--- src/rtl/uart_byte_rx_if.sv ---
// uart_byte_rx_if: received-byte ready/valid stream plus status pulses.
// PARITY_ERR exists only when UART_RX_PARITY_EN is defined.
interface uart_byte_rx_if #(
  parameter int DATA_BITS = 8
);
  logic [DATA_BITS-1:0] RX_DATA;
  logic RX_VALID;
  logic RX_READY;
  logic FRAME_ERR;
  logic OVERRUN;
  logic BUSY;
`ifdef UART_RX_PARITY_EN
  logic PARITY_ERR;
  modport master(output RX_DATA, RX_VALID, FRAME_ERR, OVERRUN, BUSY, PARITY_ERR, input RX_READY);
  modport slave(input RX_DATA, RX_VALID, FRAME_ERR, OVERRUN, BUSY, PARITY_ERR, output RX_READY);
`else
  modport master(output RX_DATA, RX_VALID, FRAME_ERR, OVERRUN, BUSY, input RX_READY);
  modport slave(input RX_DATA, RX_VALID, FRAME_ERR, OVERRUN, BUSY, output RX_READY);
`endif
endinterface

--- src/rtl/uart_byte_rx.sv ---
// uart_byte_rx: 16x-oversampled UART receiver, mid-bit 3-sample majority vote, ready/valid byte output.
// Define UART_RX_PARITY_EN to expect an even-parity bit between the data bits and the stop bit.
module uart_byte_rx #(
  parameter int CLK_FREQ  = 100000000,
  parameter int BAUD      = 115200,
  parameter int DATA_BITS = 8
) (
  input  logic          CLK,
  input  logic          RST,
  input  logic          UART_RXD,
  uart_byte_rx_if.master rx
);
  localparam int DIV_RAW = CLK_FREQ / (BAUD * 16);
  localparam int DIV     = DIV_RAW > 1 ? DIV_RAW : 1;
  localparam int DW      = DIV > 1 ? $clog2(DIV) : 1;
  localparam int BW      = DATA_BITS > 1 ? $clog2(DATA_BITS) : 1;

  typedef enum logic [2:0] {IDLE, START, DATA, PARITY, STOP, BRK} state_t;
`ifdef UART_RX_PARITY_EN
  localparam state_t AFTER_DATA = PARITY;
`else
  localparam state_t AFTER_DATA = STOP;
`endif

  state_t               r_state, w_next;
  logic                 r_s1, r_s2, r_prev;
  logic [DW-1:0]        r_div;
  logic [3:0]           r_tick;
  logic [BW-1:0]        r_bit;
  logic [1:0]           r_smp;
  logic [DATA_BITS-1:0] r_shift, r_data;
  logic                 r_valid, r_ferr, r_ovr;
  logic                 w_rx, w_fall, w_tick, w_mid, w_end, w_maj, w_eval, w_pok, w_good, w_load;

  assign w_rx   = r_s2;
  assign w_fall = !r_s2 && r_prev;
  // The start-detect cycle itself counts as tick 0 of the start cell, recovering synchronizer delay.
  assign w_tick = (r_state == IDLE) ? w_fall : (r_div == DW'(DIV - 1));
  assign w_mid  = w_tick && (r_tick == 4'd9);
  assign w_end  = w_tick && (r_tick == 4'd15);
  assign w_maj  = (r_smp[1] & r_smp[0]) | (r_smp[1] & w_rx) | (r_smp[0] & w_rx);
  assign w_eval = (r_state == STOP) && w_mid;
  assign w_good = w_eval && w_maj && w_pok;
  assign w_load = w_good && (!r_valid || rx.RX_READY);

  always_ff @(posedge CLK) begin
    if (RST) r_state <= IDLE;
    else r_state <= w_next;
  end

  always_comb begin
    w_next = r_state;
    case (r_state)
      IDLE:    w_next = w_fall ? START : IDLE;
      START:   w_next = (w_mid && w_maj) ? IDLE : (w_end ? DATA : START);
      DATA:    w_next = (w_end && r_bit == BW'(DATA_BITS - 1)) ? AFTER_DATA : DATA;
      PARITY:  w_next = w_end ? STOP : PARITY;
      STOP:    w_next = w_mid ? (w_maj ? IDLE : BRK) : STOP;
      BRK:     w_next = w_rx ? IDLE : BRK;
      default: w_next = IDLE;
    endcase
  end

  always_ff @(posedge CLK) begin
    if (RST) begin
      r_s1    <= 1'b1;
      r_s2    <= 1'b1;
      r_prev  <= 1'b0;
      r_div   <= '0;
      r_tick  <= '0;
      r_bit   <= '0;
      r_smp   <= '0;
      r_shift <= '0;
      r_data  <= '0;
      r_valid <= 1'b0;
      r_ferr  <= 1'b0;
      r_ovr   <= 1'b0;
    end else begin
      r_s1    <= UART_RXD;
      r_s2    <= r_s1;
      r_prev  <= r_s2;
      r_div   <= (r_state == IDLE || w_tick) ? '0 : r_div + 1'b1;
      r_tick  <= (w_next == IDLE) ? '0 : r_tick + 4'(w_tick);
      r_bit   <= (r_state != DATA) ? '0 : r_bit + BW'(w_end);
      if (w_tick && (r_tick == 4'd7 || r_tick == 4'd8)) r_smp <= {r_smp[0], w_rx};
      if (r_state == DATA && w_mid) r_shift <= {w_maj, r_shift[DATA_BITS-1:1]};
      if (w_load) r_data <= r_shift;
      r_valid <= w_load || (r_valid && !rx.RX_READY);
      r_ferr  <= w_eval && !w_maj;
      r_ovr   <= w_good && r_valid && !rx.RX_READY;
    end
  end

`ifdef UART_RX_PARITY_EN
  logic r_pok, r_perr;
  always_ff @(posedge CLK) begin
    if (RST) begin
      r_pok  <= 1'b1;
      r_perr <= 1'b0;
    end else begin
      if (r_state == PARITY && w_mid) r_pok <= ~^{r_shift, w_maj};
      r_perr <= w_eval && !r_pok;
    end
  end
  assign w_pok         = r_pok;
  assign rx.PARITY_ERR = r_perr;
`else
  assign w_pok = 1'b1;
`endif

  assign rx.RX_DATA   = r_data;
  assign rx.RX_VALID  = r_valid;
  assign rx.FRAME_ERR = r_ferr;
  assign rx.OVERRUN   = r_ovr;
  assign rx.BUSY      = (r_state != IDLE);
endmodule

--- src/flat_wrapper.sv ---
// flat-port wrapper written by rule: the top's interface ports become plain ports
module uart_byte_rx_flat 
#(
  parameter int CLK_FREQ  = 100000000,
  parameter int BAUD      = 115200,
  parameter int DATA_BITS = 8
)
  (CLK, RST, UART_RXD, rx_RX_DATA, rx_RX_VALID, rx_FRAME_ERR, rx_OVERRUN, rx_BUSY, rx_RX_READY);
  uart_byte_rx_if #(.DATA_BITS(DATA_BITS)) rx_i ();
  input  logic CLK;
  input  logic RST;
  input  logic UART_RXD;
  output wire logic [$bits(rx_i.RX_DATA)-1:0] rx_RX_DATA;
  output wire logic [$bits(rx_i.RX_VALID)-1:0] rx_RX_VALID;
  output wire logic [$bits(rx_i.FRAME_ERR)-1:0] rx_FRAME_ERR;
  output wire logic [$bits(rx_i.OVERRUN)-1:0] rx_OVERRUN;
  output wire logic [$bits(rx_i.BUSY)-1:0] rx_BUSY;
  input wire logic [$bits(rx_i.RX_READY)-1:0] rx_RX_READY;
  assign rx_RX_DATA = rx_i.RX_DATA;
  assign rx_RX_VALID = rx_i.RX_VALID;
  assign rx_FRAME_ERR = rx_i.FRAME_ERR;
  assign rx_OVERRUN = rx_i.OVERRUN;
  assign rx_BUSY = rx_i.BUSY;
  assign rx_i.RX_READY = rx_RX_READY;
  uart_byte_rx #(.CLK_FREQ(CLK_FREQ), .BAUD(BAUD), .DATA_BITS(DATA_BITS)) u_core (.CLK(CLK), .RST(RST), .UART_RXD(UART_RXD), .rx(rx_i));
endmodule
--- config.mk ---
export PLATFORM = sky130hd
export DESIGN_NAME = uart_byte_rx_flat
export DESIGN_NICKNAME = d
export VERILOG_FILES = /design/src/rtl/uart_byte_rx_if.sv /design/src/rtl/uart_byte_rx.sv /design/src/flat_wrapper.sv
export SDC_FILE = /design/constraint.sdc
export NUM_CORES = 1
export LEC_CHECK = 0
export ABC_CLOCK_PERIOD_IN_PS = 2200
export BUFFER_PORTS_ARGS = -buffer_cell sky130_fd_sc_hd__buf_4
export CELL_PAD_IN_SITES_DETAIL_PLACEMENT = 0
export CELL_PAD_IN_SITES_GLOBAL_PLACEMENT = 1
export CORE_ASPECT_RATIO = 0.6
export CORE_UTILIZATION = 40
export DETAILED_ROUTE_END_ITERATION = 8
export PLACE_DENSITY_LB_ADDON = 0.1
export RECOVER_POWER = 100
export SYNTH_ARGS = -nofsm -noshare
export SYNTH_HDL_FRONTEND = slang
export SYNTH_SLANG_ARGS = --single-unit
--- constraint.sdc ---
create_clock -name CLK -period 2.2 [get_ports CLK]
set_clock_uncertainty 0.2 [all_clocks]
set_input_delay 0.55 -clock CLK [delete_from_list [all_inputs] [get_ports CLK]]
set_output_delay 0.55 -clock CLK [all_outputs]
set_load 0.02 [all_outputs]
==> flow_summary_export.csv, run 1 <==
group,metric,value,unit
worst_setup_path,required,2170,ps
clock_tree,cts_buffers,5,
finish,fin_nets,208,
timing,drv_slew,0,
global_route,grt_pass1_vias,1175,
power_and_ir_drop,p_per_area,703,mW/mm^2
power_and_ir_drop,pwr-share-seq,51.1,%
power_and_ir_drop,p_switching,329,uW
logic_synthesis,synth_cells,175,
clock_tree,cts.clk_slew.worst_paths,80,ps
route,drt_iter0_drc,43,
logic_synthesis,ys_seq_area_share,45.3,%
power_and_ir_drop,p_comb_share,7.3,%
place,io_buffers,15,
power_and_ir_drop,p_sw_share,22.7,%
global_route,grt_usage,15.7,%
finish,fillCellCount,387,
clock_tree,cts_tree,"yes",
worst_setup_path,cp_slowest_stage_delay,390,ps
route,routedWlPerCell,13.0,um
floorplan,coreArea,0.00417,sq mm
global_route,grt_antenna_before_repair,0,
global_route,gr-total-overflow,0,
clock_tree,cts_buffer_depth,2,
worst_setup_path,cp_slowest_cell,"or3_4",
power_and_ir_drop,power,1450,uW
power_and_ir_drop,p_leak,0.000790,uW
timing,finalCritPeriodShare,95.4,%
global_route,grt_start_max_net_pins,28,
worst_setup_path,crit_path_end_kind,"flip-flop",
clock_tree,ctsHtreeMaxLevel,2,
finish,layout_common_cells,"dfxtp_1 (40), nor2_1 (31), mux2i_1 (18)",
finish,seq_area,801,sq um
power_and_ir_drop,peakVddDrop,0.000314,V
clock_tree,clk_latency,290,ps
logic_synthesis,avgSynthCellArea,10.1,sq um
timing,worst_pin_slew,463,ps
timing,layout_min_cycle_time,2100,ps
power_and_ir_drop,p_int,1120,uW
worst_setup_path,cp_cell_sequence,"or3_4, buf_4, nor3b_4, buf_6, o2111ai_4, mux2i_1, nor2_1",
finish,syn2layout_area_growth,17.0,%
global_route,grt_pass1_wl,5460,um
route,vias,1290,
finish,final_common_cell,"dfxtp_1",
finish,antenna_cells,0,
timing,relSlewSlack,69.1,%
route,drc,0,
place,gp_congestion,0.882,
logic_synthesis,syn_nets,184,
floorplan,row_count,18,
power_and_ir_drop,clkPwrFrac,41.6,%
floorplan,die_area,0.00470,sq mm
worst_setup_path,worst-path-max-fanout,8,
timing,setup_viol,0,
route,wirelength,3380,um
finish,final_util,49.6,%
route,ant_nets,0,
timing,max_freq,476,MHz
logic_synthesis,syn_area,0.00177,sq mm
run_status,outcome,"finished clean",
job,drv_cap,0,
logic_synthesis,async_flop_share,0,%
floorplan,fp.dieW,87.8,um
clock_tree,cts_setup_buffers,0,
finish,multi_input_area,915,sq um
floorplan,fp.dieH,53.5,um
worst_setup_path,setup.worst_path.start_class,"flip-flop",
place,hpwlAfterDp,2460,um
worst_setup_path,path_class,"flip-flop to flip-flop",
worst_setup_path,crit_buf_inv,2,
logic_synthesis,ys_warn_count,0,
worst_setup_path,arrival,2070,ps
route,first_pass_iters,4,
logic_synthesis,ys_types,42,
worst_hold_path,hold_class,"flip-flop to flip-flop",
timing,finalHoldViolations,0,
clock_tree,cts-root-buf,"clkbuf_8",
finish,drive_above_1_share,16.5,%
route,avgViaCountPerCell,4.96,
logic_synthesis,ys.flop_type,"dfxtp_1",
logic_synthesis,yosys_register_bits,40,
floorplan,initial_core_util,42.4,%
logic_synthesis,synth_edf_count,0,
worst_setup_path,cpLargestDelayFamily,"simple AND/OR/NAND/NOR gates",
clock_tree,clock-sinks,40,
floorplan,ioPinCount,16,
[cell families (layout without fill, tap and decap cells)]
logic type | Yosys count | count (layout) | synth area share (%)
DFF | 40 | 40 | 45.3
muxes | 18 | 18 | 10.2
and+or+nand+nor | 68 | 68 | 22.3
buffers and inverters | 13 | 38 | 3.61
adders and majority gates | 6 | 6 | 4.11
xor gates and xnor gates | 9 | 9 | 4.46
AOI/OAI and AO/OA | 21 | 21 | 9.99
[worst register-to-register path, delay by kind of cell (launching register included)]
kind,cells,cell delay [ps]
AO/OA/AOI/OAI,1,270
buffers and inverters,2,300
flip-flops,1,320
multiplexers,1,250
AND/OR/NAND/NOR,3,650
[state kept, by name, summed over array words and instances, names as in the netlist]
signal / cells
u_core.r_bit: 3
u_core.r_div: 6
u_core.r_prev: 1
u_core.r_s1: 1
u_core.r_s2: 1
u_core.r_shift: 8
u_core.r_smp: 2
u_core.r_state: 3
u_core.r_tick: 4
u_core.rx.FRAME_ERR: 1
u_core.rx.OVERRUN: 1
u_core.rx.RX_DATA: 8
u_core.rx.RX_VALID: 1
[layout make-up]
cell class	count	share of cell area (%)
clock inverter	3	2.24
clock buffer	5	3.33
inverter	6	1.09
sequential	40	38.7
multi-input combinational	122	44.2
timing repair buffer	24	6.72
tap	60	3.63
[worst paths after layout]
| kind | endpoint | slack (ps) | start | depth (start not counted) |
|---|---|---|---|---|
| max reg2reg | u_core.rx.RX_DATA[6]$_SDFFE_PP0P_ | 100 | u_core.r_state[2]$_SDFF_PP0_ | 7 |
| min | u_core.r_s2$_SDFF_PP1_ | 210 | u_core.r_s1$_SDFF_PP1_ | 1 |
| min reg2reg | u_core.r_s2$_SDFF_PP1_ | 210 | u_core.r_s1$_SDFF_PP1_ | 1 |
| max | u_core.rx.RX_DATA[6]$_SDFFE_PP0P_ | 100 | u_core.r_state[2]$_SDFF_PP0_ | 7 |
[stage by stage]
stage / worst slack (ps) / TNS [ps] / instances / hold slack [ps] / cell area [sq um]
2_1_floorplan: 11.9 / 0 / 175 / 189 / 1770
3_3_place_gp: 51.6 / 0 / 252 / 198 / 1980
3_5_place_dp: 13.1 / 0 / 252 / 192 / 1980
4_1_cts: 71.7 / 0 / 260 / 212 / 2100
5_1_grt: -3.30 / -3.30 / 260 / 231 / 2070
6_report: 101 / 0 / 260 / 212 / 2070
[layer usage]
layer	vias to the layer above	share of wire, %	GRT usage, %
li1	656	-	-
met1	612	52	22.1
met2	20	44	22.9
met3	2	3.7	5.15
met4	0	0.30	3.83
met5	-	0	0
[power by group through the flow]
stage                     clock [uW]  combinational (uW)  sequential, uW
after floorplan                    0                77.6             755
after global placement             0                 101             760
after detailed placement           0                 103             759
after CTS                        628                 103             742
after global routing             660                 115             744
final                            604                 106             743
[what timing repair did]
item | in CTS | in global routing
gates resized for setup | 0 | 5
endpoints found under the setup margin | 0 | 13
hold buffers | 0 | 0
[cells in the mapped netlist, types with 2 or more instances]
master | count | area [sq um]
dfxtp_1 | 40 | 801
nor2_1 | 31 | 116
mux2i_1 | 18 | 180
nand3_1 | 8 | 40.0
a21oi_1 | 6 | 30.0
inv_1 | 6 | 22.5
xnor2_1 | 6 | 52.6
clkbuf_1 | 5 | 18.8
ha_1 | 5 | 62.6
nand2b_1 | 4 | 25.0
nor2b_1 | 3 | 18.8
o31ai_1 | 3 | 22.5
or2_2 | 3 | 18.8
xor2_1 | 3 | 26.3
a21boi_1 | 2 | 15.0
buf_6 | 2 | 22.5
nand4_1 | 2 | 12.5
nor4b_1 | 2 | 17.5
o32ai_1 | 2 | 17.5
or3_4 | 2 | 22.5
(Power assumes the default switching activity.)
==> run 2: changes to the inputs <==
BUFFER_PORTS_ARGS = not set   (was -buffer_cell sky130_fd_sc_hd__buf_4)
CTS_CLUSTER_DIAMETER = 100   (was not set)
DONT_BUFFER_PORTS = 1   (was not set)
==> run 2 against run 1 <==
Net effect: combinational power decreased by 21%; critical path depth unchanged; sequential share of layout area increased by 2.3 points; largest power group unchanged; highest routed layer unchanged.
==> flow_summary_export.csv, run 2 (same netlist as run 1, synthesis figures left out) <==
group,metric,value,unit
clock_tree,cts_tree,"yes",
finish,antenna_cells,0,
clock_tree,cts-root-buf,"clkbuf_8",
clock_tree,clk_latency,280,ps
power_and_ir_drop,p_leak,0.000739,uW
power_and_ir_drop,peakVddDrop,0.000312,V
clock_tree,clock-sinks,40,
global_route,grt_pass1_vias,1151,
clock_tree,cts.clk_slew.worst_paths,70,ps
timing,max_freq,475,MHz
clock_tree,cts_buffers,5,
timing,finalHoldViolations,0,
run_status,outcome,"finished clean",
worst_setup_path,arrival,2070,ps
route,drc,0,
timing,setup_viol,0,
floorplan,row_count,18,
floorplan,coreArea,0.00417,sq mm
worst_setup_path,crit_path_end_kind,"flip-flop",
finish,seq_area,801,sq um
floorplan,initial_core_util,42.4,%
place,io_buffers,0,
worst_setup_path,path_class,"flip-flop to flip-flop",
floorplan,die_area,0.00470,sq mm
finish,syn2layout_area_growth,10.5,%
timing,worst_pin_slew,442,ps
finish,multi_input_area,900,sq um
floorplan,fp.dieW,87.8,um
power_and_ir_drop,p_per_area,673,mW/mm^2
route,vias,1260,
route,avgViaCountPerCell,5.12,
route,first_pass_iters,4,
timing,rsz0062_at_grt,"false",
route,wirelength,3290,um
global_route,grt_usage,15.6,%
worst_setup_path,required,2160,ps
finish,fillCellCount,408,
finish,layout_common_cells,"dfxtp_1 (40), nor2_1 (31), mux2i_1 (18)",
timing,whs,128,ps
worst_setup_path,r2r_cells,7,
floorplan,ioPinCount,16,
timing,relSlewSlack,70.5,%
clock_tree,ctsHtreeMaxLevel,2,
timing,tns,0,ps
worst_setup_path,worst-path-max-fanout,4,
timing,drv_slew,0,
route,drt_iter0_drc,52,
place,gp_congestion,0.836,
worst_setup_path,setup.worst_path.start_class,"flip-flop",
global_route,grt_start_max_net_pins,29,
global_route,grt_pass1_wl,5350,um
finish,fin_nets,194,
place,hpwlAfterDp,2470,um
route,ant_nets,0,
timing,finalCritPeriodShare,95.7,%
finish,final_common_cell,"dfxtp_1",
global_route,grt_antenna_before_repair,0,
worst_hold_path,hold_class,"input pin to flip-flop",
global_route,gr-total-overflow,0,
job,drv_cap,0,
route,routedWlPerCell,13.4,um
clock_tree,cts_setup_buffers,0,
timing,layout_min_cycle_time,2100,ps
worst_hold_path,hold_path_depth,1,
floorplan,fp.dieH,53.5,um
clock_tree,cts_buffer_depth,2,
finish,drive_above_1_share,12.9,%
run 2: critical path, stage by stage, from the launching register on:
cell and delay [ps]:
dfxtp_1 310, or3_4 400, nor3b_4 160, or2_2 320
ha_2 190, ha_1 190, xnor2_1 160, a21oi_1 50
run 2: where the power goes:
part           internal [uW]  total, uW  switching (uW)
Combinational           34.6       83.4            48.7
Sequential               734        743            8.78
Clock                    256        487             231
run 2: per-layer routing:
layer / part of all wire [%] / global-route usage (%)
met1: 54 / 23.0
met2: 38 / 20.4
met3: 5.6 / 4.68
met4: 1.8 / 6.56
met5: 0 / 0
run 2: worst paths after layout:
kind                                        to  slack (ps)                    startpoint
setup / recovery   u_core.r_tick[2]$_SDFF_PP0_         100  u_core.r_state[2]$_SDFF_PP0_
hold / removal    u_core.r_smp[0]$_SDFFE_PP0P_         130                           RST
setup reg to reg   u_core.r_tick[2]$_SDFF_PP0_         100  u_core.r_state[2]$_SDFF_PP0_
hold reg to reg         u_core.r_s2$_SDFF_PP1_         230        u_core.r_s1$_SDFF_PP1_
run 2: layout make-up:
class | instances | share of cell area (%)
clock buffers | 8 | 4.62
inverters | 6 | 1.15
multi-input cells | 122 | 46.1
flip-flops and latches | 40 | 41.0
well taps | 60 | 3.85
repair buffers | 10 | 3.27
run 2: metrics by stage:
| step | instance area [sq um] | std cells | total power (uW) | worst slack, ps | utilization [%] |
|---|---|---|---|---|---|
| 2_1_floorplan | 1770 | 175 | 833 | 11.9 | - |
| 3_3_place_gp | 1880 | 238 | 845 | 115 | 45.0 |
| 3_5_place_dp | 1880 | 238 | 845 | 78.3 | 45.0 |
| 4_1_cts | 1970 | 246 | 1340 | 60.0 | 47.2 |
| 5_1_grt | 1950 | 246 | 1380 | 13.5 | 46.8 |
| 6_report | 1950 | 246 | 1310 | 95.1 | 46.8 |
run 2: repair_timing:
item,in CTS,in global routing
gates resized for setup,0,1
hold buffers,0,0
setup endpoints to repair,0,2
